[src/rtl/arb_pkg.sv]
// Shared types and constants for the fetch/memory-stage port arbiter.
package arb_pkg;

    typedef enum logic [1:0] {
        ARB_IDLE,
        ARB_BUSY_IF,
        ARB_BUSY_MEM
    } arb_state_e;

    localparam logic OWN_IF  = 1'b0;
    localparam logic OWN_MEM = 1'b1;

    localparam int unsigned MAX_WAIT_DEFAULT = 4;

endpackage

[src/rtl/arb_prio_sel.sv]
// Combinational IF/MEM priority select with a saturating fetch-starvation counter.
module arb_prio_sel
    import arb_pkg::*;
#(
    parameter int unsigned MAX_WAIT = MAX_WAIT_DEFAULT
) (
    input  logic clk,
    input  logic reset,
    input  logic idle,
    input  logic flush,
    input  logic if_req,
    input  logic mem_req,
    output logic gnt,
    output logic gnt_owner
);

    localparam logic [3:0] WaitMax = 4'(MAX_WAIT);

    logic [3:0] wait_q, wait_d;
    logic       act;
    logic       if_win;

    always_comb begin
        act       = idle && !reset;
        // A redirect in flight makes the current fetch address stale, so it may not win.
        if_win    = if_req && !flush && (!mem_req || wait_q == WaitMax);
        gnt       = act && (if_win || mem_req);
        gnt_owner = if_win ? OWN_IF : OWN_MEM;
        wait_d    = wait_q;
        if (act) begin
            if (!if_req || if_win) begin
                wait_d = '0;
            end else if (mem_req && wait_q != WaitMax) begin
                wait_d = wait_q + 4'd1;
            end
        end
    end

    always_ff @(posedge clk) begin
        if (reset) begin
            wait_q <= '0;
        end else begin
            wait_q <= wait_d;
        end
    end

endmodule

[src/rtl/mem_port_arbiter.sv]
// Shares one memory port between fetch and memory stage; drops fetch responses killed by FLUSH.
// Optional performance counters are enabled with `define ARB_PERF_CNT_EN.
module mem_port_arbiter
    import arb_pkg::*;
#(
    parameter int unsigned ADDR_W   = 64,
    parameter int unsigned DATA_W   = 64,
    parameter int unsigned MAX_WAIT = MAX_WAIT_DEFAULT
) (
    input  logic                CLK,
    input  logic                RESET,
    input  logic                FLUSH,
    input  logic                IF_REQ,
    input  logic [ADDR_W-1:0]   IF_ADDR,
    output logic                IF_GNT,
    output logic                IF_RVALID,
    output logic [DATA_W-1:0]   IF_RDATA,
    output logic                IF_ERR,
    input  logic                MEM_REQ,
    input  logic                MEM_WE,
    input  logic [ADDR_W-1:0]   MEM_ADDR,
    input  logic [DATA_W-1:0]   MEM_WDATA,
    input  logic [DATA_W/8-1:0] MEM_WSTRB,
    output logic                MEM_GNT,
    output logic                MEM_RVALID,
    output logic [DATA_W-1:0]   MEM_RDATA,
    output logic                MEM_ERR,
    output logic                BUS_REQ,
    output logic                BUS_WE,
    output logic [ADDR_W-1:0]   BUS_ADDR,
    output logic [DATA_W-1:0]   BUS_WDATA,
    output logic [DATA_W/8-1:0] BUS_WSTRB,
    input  logic                BUS_ACK,
    input  logic [DATA_W-1:0]   BUS_RDATA,
    input  logic                BUS_ERR
`ifdef ARB_PERF_CNT_EN
    ,
    output logic [31:0]         PERF_IF_GNT,
    output logic [31:0]         PERF_MEM_GNT,
    output logic [31:0]         PERF_CONTEND
`endif
);

    arb_state_e          state_q, state_d;
    logic                kill_q, kill_d;
    logic                bus_req_q, bus_req_d;
    logic                bus_we_q, bus_we_d;
    logic [ADDR_W-1:0]   bus_addr_q, bus_addr_d;
    logic [DATA_W-1:0]   bus_wdata_q, bus_wdata_d;
    logic [DATA_W/8-1:0] bus_wstrb_q, bus_wstrb_d;
    logic                if_rvalid_q, if_rvalid_d;
    logic [DATA_W-1:0]   if_rdata_q, if_rdata_d;
    logic                if_err_q, if_err_d;
    logic                mem_rvalid_q, mem_rvalid_d;
    logic [DATA_W-1:0]   mem_rdata_q, mem_rdata_d;
    logic                mem_err_q, mem_err_d;
    logic                gnt, gnt_owner;
    logic                if_gnt, mem_gnt;
    logic [DATA_W-1:0]   resp_data;

    arb_prio_sel #(
        .MAX_WAIT (MAX_WAIT)
    ) u_prio_sel (
        .clk       (CLK),
        .reset     (RESET),
        .idle      (state_q == ARB_IDLE),
        .flush     (FLUSH),
        .if_req    (IF_REQ),
        .mem_req   (MEM_REQ),
        .gnt       (gnt),
        .gnt_owner (gnt_owner)
    );

    assign if_gnt    = gnt && (gnt_owner == OWN_IF);
    assign mem_gnt   = gnt && (gnt_owner == OWN_MEM);
    assign resp_data = BUS_ERR ? '0 : BUS_RDATA;

    always_comb begin
        state_d      = state_q;
        kill_d       = kill_q;
        bus_req_d    = bus_req_q;
        bus_we_d     = bus_we_q;
        bus_addr_d   = bus_addr_q;
        bus_wdata_d  = bus_wdata_q;
        bus_wstrb_d  = bus_wstrb_q;
        if_rvalid_d  = 1'b0;
        if_rdata_d   = if_rdata_q;
        if_err_d     = if_err_q;
        mem_rvalid_d = 1'b0;
        mem_rdata_d  = mem_rdata_q;
        mem_err_d    = mem_err_q;
        case (state_q)
            ARB_IDLE: begin
                kill_d = 1'b0;
                if (if_gnt) begin
                    state_d     = ARB_BUSY_IF;
                    bus_req_d   = 1'b1;
                    bus_we_d    = 1'b0;
                    bus_addr_d  = IF_ADDR;
                    bus_wdata_d = '0;
                    bus_wstrb_d = '0;
                end else if (mem_gnt) begin
                    state_d     = ARB_BUSY_MEM;
                    bus_req_d   = 1'b1;
                    bus_we_d    = MEM_WE;
                    bus_addr_d  = MEM_ADDR;
                    bus_wdata_d = MEM_WDATA;
                    bus_wstrb_d = MEM_WSTRB;
                end
            end
            ARB_BUSY_IF: begin
                if (FLUSH) begin
                    kill_d = 1'b1;
                end
                if (BUS_ACK) begin
                    state_d   = ARB_IDLE;
                    bus_req_d = 1'b0;
                    kill_d    = 1'b0;
                    // The transfer always completes; only the response to fetch is dropped.
                    if (!(kill_q || FLUSH)) begin
                        if_rvalid_d = 1'b1;
                        if_rdata_d  = resp_data;
                        if_err_d    = BUS_ERR;
                    end
                end
            end
            ARB_BUSY_MEM: begin
                if (BUS_ACK) begin
                    state_d      = ARB_IDLE;
                    bus_req_d    = 1'b0;
                    mem_rvalid_d = 1'b1;
                    mem_rdata_d  = resp_data;
                    mem_err_d    = BUS_ERR;
                end
            end
            default: state_d = ARB_IDLE;
        endcase
    end

    always_ff @(posedge CLK) begin
        if (RESET) begin
            state_q      <= ARB_IDLE;
            kill_q       <= 1'b0;
            bus_req_q    <= 1'b0;
            bus_we_q     <= 1'b0;
            bus_addr_q   <= '0;
            bus_wdata_q  <= '0;
            bus_wstrb_q  <= '0;
            if_rvalid_q  <= 1'b0;
            if_rdata_q   <= '0;
            if_err_q     <= 1'b0;
            mem_rvalid_q <= 1'b0;
            mem_rdata_q  <= '0;
            mem_err_q    <= 1'b0;
        end else begin
            state_q      <= state_d;
            kill_q       <= kill_d;
            bus_req_q    <= bus_req_d;
            bus_we_q     <= bus_we_d;
            bus_addr_q   <= bus_addr_d;
            bus_wdata_q  <= bus_wdata_d;
            bus_wstrb_q  <= bus_wstrb_d;
            if_rvalid_q  <= if_rvalid_d;
            if_rdata_q   <= if_rdata_d;
            if_err_q     <= if_err_d;
            mem_rvalid_q <= mem_rvalid_d;
            mem_rdata_q  <= mem_rdata_d;
            mem_err_q    <= mem_err_d;
        end
    end

    assign IF_GNT     = if_gnt;
    assign MEM_GNT    = mem_gnt;
    assign IF_RVALID  = if_rvalid_q;
    assign IF_RDATA   = if_rdata_q;
    assign IF_ERR     = if_err_q;
    assign MEM_RVALID = mem_rvalid_q;
    assign MEM_RDATA  = mem_rdata_q;
    assign MEM_ERR    = mem_err_q;
    assign BUS_REQ    = bus_req_q;
    assign BUS_WE     = bus_we_q;
    assign BUS_ADDR   = bus_addr_q;
    assign BUS_WDATA  = bus_wdata_q;
    assign BUS_WSTRB  = bus_wstrb_q;

`ifdef ARB_PERF_CNT_EN
    logic [31:0] perf_if_q, perf_mem_q, perf_cont_q;

    always_ff @(posedge CLK) begin
        if (RESET) begin
            perf_if_q   <= '0;
            perf_mem_q  <= '0;
            perf_cont_q <= '0;
        end else begin
            if (if_gnt) begin
                perf_if_q <= perf_if_q + 32'd1;
            end
            if (mem_gnt) begin
                perf_mem_q <= perf_mem_q + 32'd1;
            end
            if (state_q == ARB_IDLE && IF_REQ && MEM_REQ) begin
                perf_cont_q <= perf_cont_q + 32'd1;
            end
        end
    end

    assign PERF_IF_GNT  = perf_if_q;
    assign PERF_MEM_GNT = perf_mem_q;
    assign PERF_CONTEND = perf_cont_q;
`endif

endmodule

[config.mk]
export PLATFORM = sky130hd
export DESIGN_NAME = mem_port_arbiter
export DESIGN_NICKNAME = d
export VERILOG_FILES = /design/src/rtl/arb_pkg.sv /design/src/rtl/arb_prio_sel.sv /design/src/rtl/mem_port_arbiter.sv
export SDC_FILE = /design/constraint.sdc
export NUM_CORES = 1
export LEC_CHECK = 0
export ABC_AREA = 1
export CORE_AREA = 2 2 210 212
export CTS_BUF_LIST = sky130_fd_sc_hd__clkbuf_16
export CTS_CLUSTER_DIAMETER = 150
export DETAILED_ROUTE_END_ITERATION = 6
export DIE_AREA = 0 0 212 214
export GPL_ROUTABILITY_DRIVEN = 0
export PLACE_DENSITY = 0.58
export SKIP_LAST_GASP = 1
export SLEW_MARGIN = 20
export SYNTH_ARGS = -nofsm -noshare
export SYNTH_HDL_FRONTEND = slang
export SYNTH_SLANG_ARGS = --single-unit
[constraint.sdc]
create_clock -name CLK -period 2.4 [get_ports CLK]
set_input_delay 0.72 -clock CLK [delete_from_list [all_inputs] [get_ports CLK]]
set_output_delay 0.72 -clock CLK [all_outputs]
set_load 0.05 [all_outputs]
==> summary.txt <==
Power
  • Peak VDD IR: 437 µV
  • Switching Share: 0.299
  • Leakage: 8.47 nW
  • Logic gate share of total power: 0.201
  • Int Power: 8.84 mW
  • P_sw: 3.78 mW
  • Register share of total power: 0.393
  • Clk pwr share: 0.406
  • Pwr Total: 12.6 mW
  • Pwr dens: 715 mW/mm²

Clocking
  • H-tree depth: 2
  • Clk buf depth: 3
  • Cts bufs inserted: 34
  • CTS tree: yes
  • Reg clk slew, reported paths: 0.05 ns
  • Skew-Pair Late Insertion Delay: 0.54 ns
  • Sink Count: 277
  • Root buf cell: clkbuf_16

Global route
  • Grt total ovfl: 0
  • Largest net degree at the start of global routing: 165
  • Antenna violations before repair: 6
  • First-pass GRT wire length: 65400 µm
  • Gr usage total: 0.183
  • Vias in the first global route: 11.4k

Floorplanning
  • Core area: 0.0429 mm²
  • Die Height: 214 µm
  • I/O Pins: 544
  • Site Rows: 76
  • Die width: 212 µm
  • Initial Util: 0.249
  • Die area: 0.0454 mm²

Route
  • Post-DR vias/cell: 4.49
  • DRC errors left: 0
  • First-pass iteration count of the detailed router: 5
  • Routed length per instance: 16.7 µm
  • Via total after detailed routing: 11.4k
  • WL final: 42600 µm
  • Post-route ant nets: 0
  • Initial drt markers: 632

Final layout
  • Area delta synth->final: 65.6%
  • Layout net count: 2211
  • Layout cell share with drive strength beyond 1: 0.0695
  • Layout Utilization: 0.412

Synthesis
  • Synthesized net count: 1697
  • Post-synth ARST share: 0
  • Syn Inst Count: 1420
  • Adder-cell area share of the yosys netlist: 0.00587
  • Top_reg_cell synth: dfxtp_1
  • Post-synthesis mux area share: 0
  • Synth Area in XOR/XNOR: 0
  • Area share of the largest cell type after synthesis: 0.520
  • Sequential cell area fraction in the yosys report: 0.520
  • Top-count cell post-synth: nand2_1
  • Synth area leaders: dfxtp_1 (52%), nand2_1 (15%), a21oi_1 (12%), o21ai_0 (6.5%), nand3_1 (2.8%)
  • Yosys cell types: 21
  • Post-synthesis simple-gate area fraction: 0.204
  • Synth Area in Compound Gates: 0.189
  • Avg Cell Area, Syn: 7.51 µm²
  • Post-synth EDFFs: 0
  • Area leader, netlist: dfxtp_1
  • FF+latch count, synth: 277
  • Synth Cell Area: 0.0107 mm²
  • YS warnings: 0
  • Largest family of logic cells by synthesized area: simple AND/OR/NAND/NOR gates
  • Top cells by count, synth: nand2_1 (429), dfxtp_1 (277), a21oi_1 (255)

Timing
  • Worst slew margin: 0.525
  • Tcrit/Tclk final: 0.980
  • Endpoints failing hold: 0
  • Max Freq: 425 MHz
  • Unrepaired setup endpoints after global routing: yes
  • Clock Skew: 0.00908 ns
  • WHS: 0.459 ns
  • Final setup margin: 0.0486 ns
  • Min Tclk post-route: 2.35 ns
  • Final setup vio count: 0
  • Final count of pins violating max slew: 0
  • Slew @ Worst Pin: 0.713 ns

Critical path
  • Req. time, crit path: 1.68 ns
  • CP Data Arrival Time: 1.63 ns
  • CP Max Fanout: 4
  • CP endpoint kind: primary output
  • Worst Setup Start Kind: flip-flop
  • Worst Setup Path Type: flip-flop to primary output

Place
  • PortBufs: 543
  • Worst slack at placement: -0.249 ns
  • Placed wire-length estimate: 30300 µm

Run
  • MaxCap Viol Count: 0

Status
  • Status: finished, final reports clean

Worst hold path
  • Hold crit path type: flip-flop to flip-flop
==> path summary, 6_finish.rpt <==
kind              slack [ns]           end  depth (start not counted)            startpoint
hold / removal          0.46  BUS_ADDR[12]                          2          BUS_ADDR[12]
hold reg to reg         0.46  BUS_ADDR[12]                          2          BUS_ADDR[12]
setup / recovery        0.05       MEM_GNT                          8  u_prio_sel.wait_q[1]
setup reg to reg        0.61  IF_RDATA[40]                         10            state_q[1]
==> cell usage in the layout, fill, tap and decap left out, drive strengths merged <==
cell | netlist | routed
dfxtp | 277 | 277
inv | 81 | 90
ha | 5 | 5
nand4 | 22 | 22
clkinv | 0 | 9
clkinvlp | 0 | 2
nand2 | 430 | 430
dlygate4sd2 | 0 | 261
diode | 0 | 2
nand3 | 60 | 60
o21ai | 139 | 139
clkdlybuf4s50 | 0 | 267
clkbuf | 66 | 37
dlymetal6s2s | 0 | 1
nor2 | 30 | 30
a21oi | 256 | 256
bufinv | 0 | 3
a211oi | 4 | 4
nor3 | 2 | 2
buf | 48 | 63
==> layer usage <==
layer  up-vias  track usage  share of wire
met1      5237        0.206           0.40
li1       5681            -              -
met4         6       0.0669          0.034
met5         -            0         0.0012
met3        83       0.0764           0.10
met2       429        0.307           0.46
==> final cells by class <==
cell class | count | area, µm²
antenna | 2 | 5.00
clock buffer | 37 | 926
clock inverter | 23 | 180
fill | 4420 | 25200
inverter | 81 | 312
multi-input combinational | 948 | 4330
sequential | 277 | 5550
tap | 585 | 732
timing repair buffer | 592 | 5620
==> stage by stage <==
| stage | instances | setup TNS, ns | instance area (µm²) |
|---|---|---|---|
| 3_5_place_dp | 2479 | -7.93 | 16800 |
| 5_1_grt | 2545 | -0.0337 | 17700 |
| 4_1_cts | 2540 | -0.0937 | 17600 |
| 6_report | 2545 | 0 | 17700 |
| 3_3_place_gp | 2479 | -5.51 | 16800 |
| 2_1_floorplan | 1420 | 0 | 10700 |
==> power by group through the flow <==
stage | sequential [mW] | clock (mW) | combinational (mW)
CTS | 4.96 | 5.30 | 2.55
global placement | 5.06 | 0 | 2.67
detailed placement | 5.06 | 0 | 2.68
global route | 4.99 | 5.50 | 2.71
finish | 4.96 | 5.12 | 2.54
floorplan | 5.87 | 0 | 0.677
==> what timing repair did <==
| action | in CTS | in global routing |
|---|---|---|
| endpoints found under the setup margin | 261 | 2 |
| hold buffers | 0 | 0 |
| pin swaps | 0 | 6 |
| setup buffers | 1 | 3 |
| gates resized for setup | 271 | 13 |
==> flip-flops by register name, indices dropped and copies added (netlist names) <==
signal / count
BUS_WE: 1
BUS_WDATA: 64
BUS_ADDR: 64
state_q: 2
IF_RVALID: 1
IF_ERR: 1
IF_RDATA: 64
u_prio_sel.wait_q: 4
BUS_WSTRB: 8
kill_q: 1
BUS_REQ: 1
MEM_RDATA: 64
MEM_ERR: 1
MEM_RVALID: 1
==> cell families (layout without fill, tap and decap cells) <==
group / Yosys count / count (layout)
adders and majority gates: 5 / 5
DFF: 277 / 277
buffers and inverters: 195 / 733
other: 0 / 2
and+or+nand+nor: 544 / 544
AOI/OAI and AO/OA: 399 / 399
==> critical path, stage by stage (launching register included) <==
cell,delay (ns)
dfxtp_2,0.33
inv_1,0.10
ha_4,0.15
nand3_4,0.07
nand2_4,0.10
nand2_2,0.06
nand2_2,0.10
inv_2,0.06
buf_12,0.14
No activity file was read; power rests on OpenSTA's default activity.
